[src/rtl/screen_sequencer.sv]
// Frame-rate screen/pick-ball sequencer: samples the keycode once per VS falling
// edge and steps the title/aim/release/game-over machine feeding color_mapper.
//
// state   | meaning
// --------+-------------------------------------------------------------
// TITLE   | title screen, pick ball parked at its initial position
// AIM     | W/S move the pick ball vertically, Space launches it
// RELEASE | pick ball travels right until it reaches PICK_X_MAX
// OVER    | game over, Enter or timeout returns to TITLE
module screen_sequencer #(
   parameter int PICK_X_INIT    = 310,
   parameter int PICK_Y_INIT    = 240,
   parameter int PICK_Y_MIN     = 140,
   parameter int PICK_Y_MAX     = 340,
   parameter int PICK_X_MAX     = 630,
   parameter int STEP           = 2,
   parameter int TIMEOUT_FRAMES = 600
) (
   input  logic       CLK,
   input  logic       Reset,
   input  logic       VS,
   input  logic [7:0] keycode,
   output logic [2:0] currScreen,
   output logic [9:0] PickX,
   output logic [9:0] PickY,
   output logic       frame_tick
);

   typedef enum logic [2:0] {
      TITLE   = 3'b000,
      AIM     = 3'b001,
      RELEASE = 3'b010,
      OVER    = 3'b111
   } state_t;

   localparam logic [7:0] KEY_ENTER = 8'h28;
   localparam logic [7:0] KEY_SPACE = 8'h2C;
   localparam logic [7:0] KEY_W     = 8'h1A;
   localparam logic [7:0] KEY_S     = 8'h16;
   localparam logic [7:0] KEY_ESC   = 8'h29;

   localparam logic [9:0]  X_INIT   = 10'(PICK_X_INIT);
   localparam logic [9:0]  Y_INIT   = 10'(PICK_Y_INIT);
   localparam logic [9:0]  Y_MIN    = 10'(PICK_Y_MIN);
   localparam logic [9:0]  Y_MAX    = 10'(PICK_Y_MAX);
   localparam logic [9:0]  X_MAX    = 10'(PICK_X_MAX);
   localparam logic [9:0]  STEP10   = 10'(STEP);
   localparam logic [10:0] STEP11   = 11'(STEP);
   localparam logic [10:0] Y_MIN11  = 11'(PICK_Y_MIN);
   localparam logic [10:0] Y_MAX11  = 11'(PICK_Y_MAX);
   localparam logic [10:0] X_MAX11  = 11'(PICK_X_MAX);
   localparam logic [9:0]  CNT_LAST = 10'(TIMEOUT_FRAMES - 1);

   state_t     state;
   state_t     state_n;
   logic       vs_d;
   logic [7:0] key_prev;
   logic [9:0] frame_cnt;
   logic [9:0] frame_cnt_n;
   logic [9:0] pick_x;
   logic [9:0] pick_x_n;
   logic [9:0] pick_y;
   logic [9:0] pick_y_n;

   logic       new_esc;
   logic       new_enter;
   logic       new_space;
   logic [9:0] y_dec;
   logic [9:0] y_inc;
   logic [9:0] x_adv;
   logic       x_end;

   assign new_esc   = (keycode == KEY_ESC)   && (key_prev != KEY_ESC);
   assign new_enter = (keycode == KEY_ENTER) && (key_prev != KEY_ENTER);
   assign new_space = (keycode == KEY_SPACE) && (key_prev != KEY_SPACE);

   // Bounds are compared in 11 bits so the step can never wrap past zero or 1023.
   always_comb begin
      y_dec = Y_MIN;
      y_inc = Y_MAX;
      x_adv = X_MAX;
      x_end = 1'b1;
      if ({1'b0, pick_y} >= (Y_MIN11 + STEP11)) begin
         y_dec = pick_y - STEP10;
      end
      if (({1'b0, pick_y} + STEP11) <= Y_MAX11) begin
         y_inc = pick_y + STEP10;
      end
      if (({1'b0, pick_x} + STEP11) < X_MAX11) begin
         x_adv = pick_x + STEP10;
         x_end = 1'b0;
      end
   end

   always_comb begin
      state_n     = state;
      pick_x_n    = pick_x;
      pick_y_n    = pick_y;
      frame_cnt_n = frame_cnt;
      if (new_esc) begin
         state_n     = TITLE;
         pick_x_n    = X_INIT;
         pick_y_n    = Y_INIT;
         frame_cnt_n = 10'd0;
      end else begin
         case (state)
            TITLE: begin
               pick_x_n = X_INIT;
               pick_y_n = Y_INIT;
               if (new_enter) begin
                  state_n = AIM;
               end
            end
            AIM: begin
               if (new_space) begin
                  state_n = RELEASE;
               end else if (keycode == KEY_W) begin
                  pick_y_n = y_dec;
               end else if (keycode == KEY_S) begin
                  pick_y_n = y_inc;
               end
            end
            RELEASE: begin
               pick_x_n = x_adv;
               if (x_end) begin
                  state_n     = OVER;
                  frame_cnt_n = 10'd0;
               end
            end
            OVER: begin
               if (new_enter || (frame_cnt == CNT_LAST)) begin
                  state_n     = TITLE;
                  pick_x_n    = X_INIT;
                  pick_y_n    = Y_INIT;
                  frame_cnt_n = 10'd0;
               end else begin
                  frame_cnt_n = frame_cnt + 10'd1;
               end
            end
            default: begin
               state_n     = TITLE;
               pick_x_n    = X_INIT;
               pick_y_n    = Y_INIT;
               frame_cnt_n = 10'd0;
            end
         endcase
      end
   end

   always_ff @(posedge CLK or posedge Reset) begin
      if (Reset) begin
         vs_d       <= 1'b0;
         frame_tick <= 1'b0;
      end else begin
         vs_d       <= VS;
         frame_tick <= vs_d & ~VS;
      end
   end

   always_ff @(posedge CLK or posedge Reset) begin
      if (Reset) begin
         state     <= TITLE;
         pick_x    <= X_INIT;
         pick_y    <= Y_INIT;
         key_prev  <= 8'h00;
         frame_cnt <= 10'd0;
      end else if (frame_tick) begin
         state     <= state_n;
         pick_x    <= pick_x_n;
         pick_y    <= pick_y_n;
         key_prev  <= keycode;
         frame_cnt <= frame_cnt_n;
      end
   end

   assign currScreen = state;
   assign PickX      = pick_x;
   assign PickY      = pick_y;

endmodule

[config.mk]
export PLATFORM = sky130hd
export DESIGN_NAME = screen_sequencer
export DESIGN_NICKNAME = d
export VERILOG_FILES = /design/src/rtl/screen_sequencer.sv
export SDC_FILE = /design/constraint.sdc
export NUM_CORES = 1
export LEC_CHECK = 0
export CORE_ASPECT_RATIO = 0.75
export CORE_MARGIN = 4
export CORE_UTILIZATION = 45
export CTS_CLUSTER_DIAMETER = 50
export DETAILED_ROUTE_END_ITERATION = 8
export PLACE_DENSITY = 0.7
export SETUP_SLACK_MARGIN = 0.5
export SLEW_MARGIN = 25
export SYNTH_ARGS = -nofsm -noshare
export SYNTH_HDL_FRONTEND = slang
export SYNTH_SLANG_ARGS = --single-unit
[constraint.sdc]
create_clock -name CLK -period 3.5 [get_ports CLK]
set_clock_uncertainty 0.05 [all_clocks]
set_input_delay 0.7 -clock CLK [delete_from_list [all_inputs] [get_ports CLK]]
set_output_delay 0.7 -clock CLK [all_outputs]
set_load 0.02 [all_outputs]
---- Yosys cells after proc, flatten, opt, wreduce, memory -nomap -nowiden ----
Index checks and enable logic that the tools add are counted.
word-level totals
  flip-flop bits (word level) ............. 43
  input bits .............................. 11
operators by class
  bitwise logic cells ..................... 2
  reduce and logical (&&, ||, !) cells .... 10
  mux-type cells .......................... 22
  add/subtract/negate cells ............... 6
  eq/ne operators ......................... 21
  $lt $le $gt $ge ......................... 3
operators with widths
  kind                                                                 count
  two-way mux 10 bit                                                   13
  one-hot mux 10 bit (3 select lines)                                  3
  equality test 8 x 6 -> 1 bit (second input constant)                 3
  != test 8 x 6 -> 1 bit (second input constant)                       3
  adder 10 x 2 -> 11 bit (second input constant)                       2
  adder 10 x 2 -> 10 bit (second input constant)                       2
  equality test 8 x 5 -> 1 bit (second input constant)                 2
  two-way mux 3 bit                                                    5
  != test 3 bit (second input constant)                                5
  one-hot mux 3 bit (4 select lines)                                   1
  <= comparator 11 x 9 -> 1 bit (second input constant)                1
  less-than comparator 11 x 10 -> 1 bit (second input constant)        1
  adder 10 x 1 -> 10 bit (second input constant)                       1
  equality test 10 bit (second input constant)                         1
  greater-or-equal comparator 10 x 8 -> 1 bit (second input constant)  1
  AND reduction 5 bit                                                  2
  subtractor 10 x 2 -> 10 bit (second input constant)                  1
  AND reduction 3 bit                                                  2
  != test 2 bit (second input constant)                                2
  != test 4 bit (second input constant)                                1
  equality test 3 x 1 -> 1 bit (second input constant)                 1
  equality test 3 x 2 -> 1 bit (second input constant)                 1
  equality test 3 bit (second input constant)                          1
  logical AND 1 bit                                                    3
  other kinds (6)                                                      6

---- Longest topological paths before layout ----
Gate-level depths: netlist (run 1).
  depth in word-level cells ............... 8
  mapped depth ............................ 9

---- Worst setup path before layout (run 1) ----
OpenSTA, ideal clock, no wires.
  kind .................................... input port to flip-flop
  from .................................... input port keycode[0]
  to ...................................... register pick_x[7], in the netlist PickX[7]
  stages .................................. 7
  path buffers ............................ 1
  path slack .............................. 0.960 ns
  data arrival time ....................... 2.358 ns
  cells stage by stage .................... or4b_2 > a211o_1 > nand3_1 > buf_4 > nand3_1 > a22oi_1 > o31ai_1
between the ends
  cells in the longest elaborated chain, start to end .. 5
  elaborated cells between the ends (all ways) .. 9
  those cells by class .................... eq/ne (4); mux (1); reduce/logical (4)
ends and longest elaborated chain
  element                        line  RTL
  start: declaration             22    input logic [7:0] keycode,
  equality test 8 x 6 -> 1 bit   74    assign new_enter = (keycode == KEY_ENTER) && (key_prev != KEY_ENTER);
  logical AND 1 bit              74
  logical OR 1 bit               131   if (new_enter || (frame_cnt == CNT_LAST)) begin
  != test 3 bit (no line)        -
  AND reduction 3 bit (no line)  -
  end signal: assignment         169   pick_x <= pick_x_n;
  end: declaration               60    logic [9:0] pick_x;
Parallel ways exist; a longest one is shown, timed or not.
A chain may end at the register's enable or synchronous reset.

---- Worst setup path after layout (run 1) ----
  from .................................... input port keycode[2]
  to ...................................... register frame_cnt[2]
between the ends
  cells in the longest elaborated chain, start to end .. 6
  elaborated cells between the ends (all ways) .. 11
  those cells by class .................... eq/ne (4); mux (3); reduce/logical (4)
ends and longest elaborated chain
  element                              line  RTL
  equality test 8 x 6 -> 1 bit         74
  logical AND 1 bit                    74
  logical OR 1 bit                     131
  two-way mux 10 bit                   131
  one-hot mux 10 bit (3 select lines)  106   case (state)
  two-way mux 10 bit                   100   if (new_esc) begin
  end signal: assignment               172   frame_cnt <= frame_cnt_n;
  end: declaration                     58    logic [9:0] frame_cnt;
Parallel ways exist; a longest one is shown, timed or not.

==> results.py, run 1 <==
metrics = {
    "final_layout": {
        "fill_cells": 578,
        "multi_input_area_mm2": 0.00181,
        "area_delta_synth_final_pct": 16.1,
        "antenna_cells": 0,
        "finish.utilization": 0.546,
        "fin_nets": 379,
        "layout.area.seq_mm2": 0.00104,
        "drive_above_1_share": 0.154,
    },
    "power_and_ir_drop": {
        "seq_power_share": 0.392,
        "internal_power_uw": 1230,
        "p_comb_frac": 0.422,
        "leakage_uw": 0.00136,
        "ir_worst_vdd_v": 0.000304,
        "p_sw_frac": 0.419,
        "p_sw_uw": 885,
        "p_per_area_mw_per_mm2": 606,
        "clkPwrFrac": 0.186,
    },
    "global_routing": {
        "grt_use_total": 0.190,
        "gr-total-overflow": 0,
        "grt_pass1_wl_mm": 12.3,
        "grt.busiest_layer": "met1",
        "grt_pass1_vias": 2484,
        "grt_use_met1": 0.299,
        "met2_usage": 0.257,
        "antenna_found_initial": 0,
        "grt_max_degree": 42,
        "gr-usage-met3": 0.0457,
    },
    "drt": {
        "wl_mm": 7.35,
        "vias": 2782,
        "drt-pass1-iter-count": 5,
        "routed_via_density": 6.27,
        "drt_iter0_markers": 295,
        "ant_nets": 0,
        "wl_per_cell_um": 16.6,
        "drc": 0,
    },
    "critical_path": {
        "r2r_setup_slack_ns": 0.74,
        "r2r_start": "PickX[1]$_DFFE_PP1P_",
        "critPathMaxFanout": 7,
        "worstPathArrival_ns": 3.02,
        "path_class": "input port to flip-flop",
        "start_kind": "input port",
        "worst_ep_required_time_ns": 3.62,
        "end_kind": "flip-flop",
        "reg2regPathDepth": 8,
        "r2r-end": "frame_cnt[2]$_DFFE_PP0P_",
    },
    "floorplanning": {
        "start_util": 0.471,
        "dieWidth_um": 102,
        "die-height_um": 78.8,
        "rows": 25,
        "die_area_mm2": 0.00806,
        "io_pins": 35,
        "core_area_mm2": 0.00638,
    },
    "synth": {
        "synth-seq-cells": 41,
        "synth_ff_type": "dfrtp_1",
        "syn-cell-area_mm2": 0.00300,
        "yosys.area.top_type": "dfrtp_1",
        "async_flop_share": 1.00,
        "yosys.area.top_type_share": 0.267,
        "synth_seq_area_share": 0.345,
        "ys_warn_count": 0,
        "synthCells": 336,
        "yosysMostFrequentCell": "dfrtp_1",
        "synth_area_leaders": "dfrtp_1 27%, dfstp_2 7.9%, nor2_1 3.6%",
        "synthTopCellsByCount": "32 x dfrtp_1, 29 x nor2_1, 27 x nand2_1",
        "synth-edff-count": 0,
        "avgSynthCellArea_um2": 8.94,
        "ys_types": 79,
    },
    "timing": {
        "final-hold-violation-count": 0,
        "finalMaxSlewViolations": 0,
        "clock.fmax_mhz": 344,
        "slew_headroom": 0.511,
        "period_share": 0.830,
        "rsz0062_at_grt": "no",
        "hold_ws_ns": 0.441,
        "worst_pin_slew_ns": 0.728,
        "fin_crit_ns": 2.90,
        "setup_violations": 0,
        "timing.setup.tns_ns": 0,
    },
    "cts": {
        "cts_root_buf": "clkbuf_8",
        "cts_tree": "built",
        "cts.path.max_buffers": 2,
        "clk_pin_slew_ns": 0.09,
        "cts.sinks": 41,
        "postCtsHoldBufs": 0,
        "numCtsBuffers": 5,
        "htree_levels": 2,
        "clock_latency_ns": 0.30,
    },
    "placed_design": {
        "hpwl_mm": 5.29,
        "place_congestion": 0.918,
        "port_buffers": 32,
    },
    "outcome": {
        "outcome": "completed",
    },
    "worst_hold_path": {
        "min-delay-start": "vs_d$_DFF_PP0_",
        "hp-class": "flip-flop to flip-flop",
        "whs_endpoint": "frame_tick$_DFF_PP0_",
        "hold_depth": 1,
    },
    "flow_run": {
        "drv_cap": 0,
    },
}
[critical path, stage by stage]
cell             delay, ns
clkdlybuf4s50_1       0.46
or4b_4                0.62
a211o_4               0.36
nand3_1               0.23
a211oi_4              0.07
buf_4                 0.17
nor2_2                0.27
a31oi_1               0.14
[final cells by class]
type                    instances  area share
clock buffers                   5      0.0197
clock inverters                 3      0.0133
flip-flops and latches         41       0.297
multi-input cells             261       0.518
repair buffers                 39       0.107
inverters                      14      0.0151
well taps                      81      0.0291
[power by group through the flow]
stage               Sequential, uW  Combinational [uW]  Clock, uW
CTS                            824                 882        401
global route                   858                 972        423
floorplan                      811                 587          0
global placement               829                 867          0
detailed placement             834                 877          0
finish                         828                 892        392
[logic make-up after synthesis]
group	count (synthesis)	share of synthesized area
AOI/OAI and AO/OA	100	0.252
xor gates and xnor gates	7	0.0204
adders and majority gates	6	0.0250
buffers and inverters	35	0.0600
DFF	41	0.345
muxes	11	0.0416
other	1	0.00125
and+or+nand+nor	135	0.255
[routing by layer]
layer  share of wire  vias to the layer above
li1                -                     1309
met1            0.48                     1342
met2            0.43                      121
met3           0.078                       10
met4          0.0082                        0
met5               0                        -
[metrics by stage]
step	power (uW)	std cells	setup WS, ns	area (um2)
floorplan	1400	337	0.960	3010
global placement	1700	433	0.255	3330
detailed placement	1710	433	0.271	3330
CTS	2110	441	0.530	3450
global route	2250	444	0.477	3490
finish	2110	444	0.595	3490
[registers in the layout (all words and copies together), names as in the netlist]
signal      flops
frame_tick      1
PickX           9
currScreen      3
vs_d            1
key_prev        8
frame_cnt      10
PickY           9
[placed cells by master (no fill, tap or decap), types with 7 or more instances in the layout]
master,n
a21oi_1,16
a31oi_1,10
buf_4,7
clkdlybuf4s50_1,32
dfrtp_1,32
dfstp_2,9
inv_1,14
mux2_2,8
nand2_1,27
nand3_1,16
nor2_1,29
nor2b_1,8
nor3_1,11
o21ai_0,19
o31ai_1,7
[worst max-delay path by stage]
| stage | endpoint | start |
|---|---|---|
| 2_1_floorplan | PickX[7]$_DFFE_PP0P_ | keycode[0] |
| 3_3_place_gp | PickY[8]$_DFFE_PP0P_ | keycode[4] |
| 3_5_place_dp | PickX[7]$_DFFE_PP0P_ | keycode[0] |
| 4_1_cts | PickY[1]$_DFFE_PP0P_ | keycode[4] |
| 5_1_grt | frame_cnt[2]$_DFFE_PP0P_ | PickX[1]$_DFFE_PP1P_ |
| 6_report | frame_cnt[2]$_DFFE_PP0P_ | keycode[2] |
[what timing repair did]
action,4_1_cts,5_1_grt
setup endpoints to repair,0,21
buffers inserted,0,3
hold endpoints to repair,0,0
gates resized for setup,0,4
Power figures use the tool's default switching activity.
==> run 2, diff against run 1 <==
- PLACE_DENSITY: 0.7 -> 0.73
- clock period: 3.5 -> 2.5 ns (I/O delays scaled with it)
==> run 2 against run 1 <==
  * Setup slack worse by 0.49 ns
  * Critical path depth unchanged
  * Die area stayed put
  * Total power grew 58%
  * Non-clock buffer count is 58 higher
  * First-iteration DRC count shrank 32%
  * Sequential cell count did not move
  * Routed wire length increased by 16%
  * Worst hold slack worse by 0.055 ns
  * Largest power group unchanged
  * Register-to-register slack got worse by 0.63 ns
  * Global-route usage is 2.8 points higher
==> results.py, run 2 (synthesized netlist as in run 1, its figures left out) <==
metrics = {
    "outcome": {
        "outcome": "completed",
    },
    "timing": {
        "slew_headroom": 0.651,
        "period_share": 0.956,
        "final-hold-violation-count": 0,
        "worst_pin_slew_ns": 0.524,
        "hold_ws_ns": 0.386,
        "fin_crit_ns": 2.39,
        "finalMaxSlewViolations": 0,
        "setup_ws_ns": 0.109,
        "setup_violations": 0,
        "clock.fmax_mhz": 418,
        "rsz0062_at_grt": "yes",
    },
    "floorplanning": {
        "start_util": 0.471,
        "rows": 25,
        "dieWidth_um": 102,
        "die_area_mm2": 0.00806,
        "core_area_mm2": 0.00638,
        "io_pins": 35,
        "die-height_um": 78.8,
    },
    "cts": {
        "cts.path.max_buffers": 2,
        "cts_root_buf": "clkbuf_8",
        "numCtsBuffers": 5,
        "htree_levels": 2,
        "cts.sinks": 41,
        "clk_pin_slew_ns": 0.08,
        "clock_latency_ns": 0.30,
        "cts_tree": "built",
    },
    "critical_path": {
        "worstPathArrival_ns": 2.57,
        "crit_path_start": "PickX[1]$_DFFE_PP1P_",
        "worst_ep_required_time_ns": 2.68,
        "r2r_start": "PickX[1]$_DFFE_PP1P_",
        "end_kind": "flip-flop",
        "start_kind": "flip-flop",
        "critPathMaxFanout": 6,
        "path_class": "flip-flop to flip-flop",
    },
    "global_routing": {
        "grt_use_total": 0.218,
        "gr-total-overflow": 0,
        "grt_pass1_vias": 2900,
        "grt_max_degree": 42,
        "grt_pass1_wl_mm": 14.3,
        "antenna_found_initial": 0,
    },
    "final_layout": {
        "fin_nets": 438,
        "top_register": "frame_cnt",
        "largest_reg_flops": 10,
        "drive_above_1_share": 0.396,
        "mostFrequentLayoutCells": "54 x buf_4, 26 x dfrtp_1, 26 x nor2_1",
        "antenna_cells": 0,
        "finish.utilization": 0.658,
        "final_common_cell": "buf_4",
        "area_delta_synth_final_pct": 39.7,
    },
    "drt": {
        "drt-pass1-iter-count": 5,
        "vias": 3071,
        "wl_per_cell_um": 17.0,
        "drt_iter0_markers": 201,
        "routed_via_density": 6.11,
        "wl_mm": 8.56,
        "drc": 0,
        "ant_nets": 0,
    },
    "power_and_ir_drop": {
        "ir_worst_vdd_v": 0.000397,
        "leakage_uw": 0.00179,
        "p_per_area_mw_per_mm2": 795,
    },
    "placed_design": {
        "hpwl_mm": 5.78,
        "port_buffers": 32,
        "dp_slack_ns": -0.325,
        "place_congestion": 0.886,
    },
    "worst_hold_path": {
        "min-delay-start": "keycode[5]",
        "hp-class": "input port to flip-flop",
    },
    "flow_run": {
        "drv_cap": 0,
    },
}
## run 2: final timing paths
check | cells past startpoint | to | slack (ns)
min | 2 | key_prev[5]$_DFFE_PP0P_ | 0.39
max in group asynchronous | 3 | PickX[3]$_DFFE_PP0P_ | 1.35
max reg2reg | 8 | PickX[1]$_DFFE_PP1P_ | 0.11
max | 8 | PickX[1]$_DFFE_PP1P_ | 0.11
min reg2reg | 1 | frame_tick$_DFF_PP0_ | 0.43
min in group asynchronous | 3 | PickY[1]$_DFFE_PP0P_ | 0.64
## run 2: worst max-delay path, cell delays in order, from the launching register on
cell and delay [ns]:
dfstp_2 0.57, ha_4 0.15, and4_2 0.30, and4_4 0.25, o31ai_4 0.08, a211oi_4 0.42, buf_6 0.17, nand2_4 0.06
mux2_4 0.26
## run 2: per-stage QoR
| step | std cells | setup TNS (ns) | power (uW) | instance area, um2 |
|---|---|---|---|---|
| 2_1_floorplan | 337 | 0 | 2010 | 3070 |
| 3_3_place_gp | 474 | -7.50 | 2560 | 3700 |
| 3_5_place_dp | 474 | -8.60 | 2590 | 3700 |
| 4_1_cts | 500 | 0 | 3230 | 4100 |
| 5_1_grt | 503 | 0 | 3550 | 4200 |
| 6_report | 503 | 0 | 3340 | 4200 |
## run 2: final cells by class
class	instances	area, um2
Sequential cell	41	1040
Fill cell	509	2180
Multi-Input combinational cell	262	2050
Clock inverter	1	5.00
Inverter	14	52.6
Clock buffer	7	96.3
Timing Repair Buffer	97	845
Tap cell	81	101
## run 2: where the power goes
group          internal (uW)  switching (uW)
logic                    825             922
registers                846             261
clock network            250             233
total                   1920            1420
## run 2: metal layers
layer / global-route usage / share of wire / vias to the layer above
met4: 0.0511 / 0.0083 / 0
met2: 0.335 / 0.46 / 132
met5: 0 / 0 / -
li1: - / - / 1428
met1: 0.322 / 0.46 / 1501
met3: 0.0334 / 0.070 / 10
## run 2: what timing repair did
item / in CTS / in global routing
gates cloned: 1 / 0
pin swaps: 24 / 13
setup endpoints to repair: 48 / 37
resized for setup: 104 / 24
setup buffers: 17 / 3
hold buffers: 0 / 0
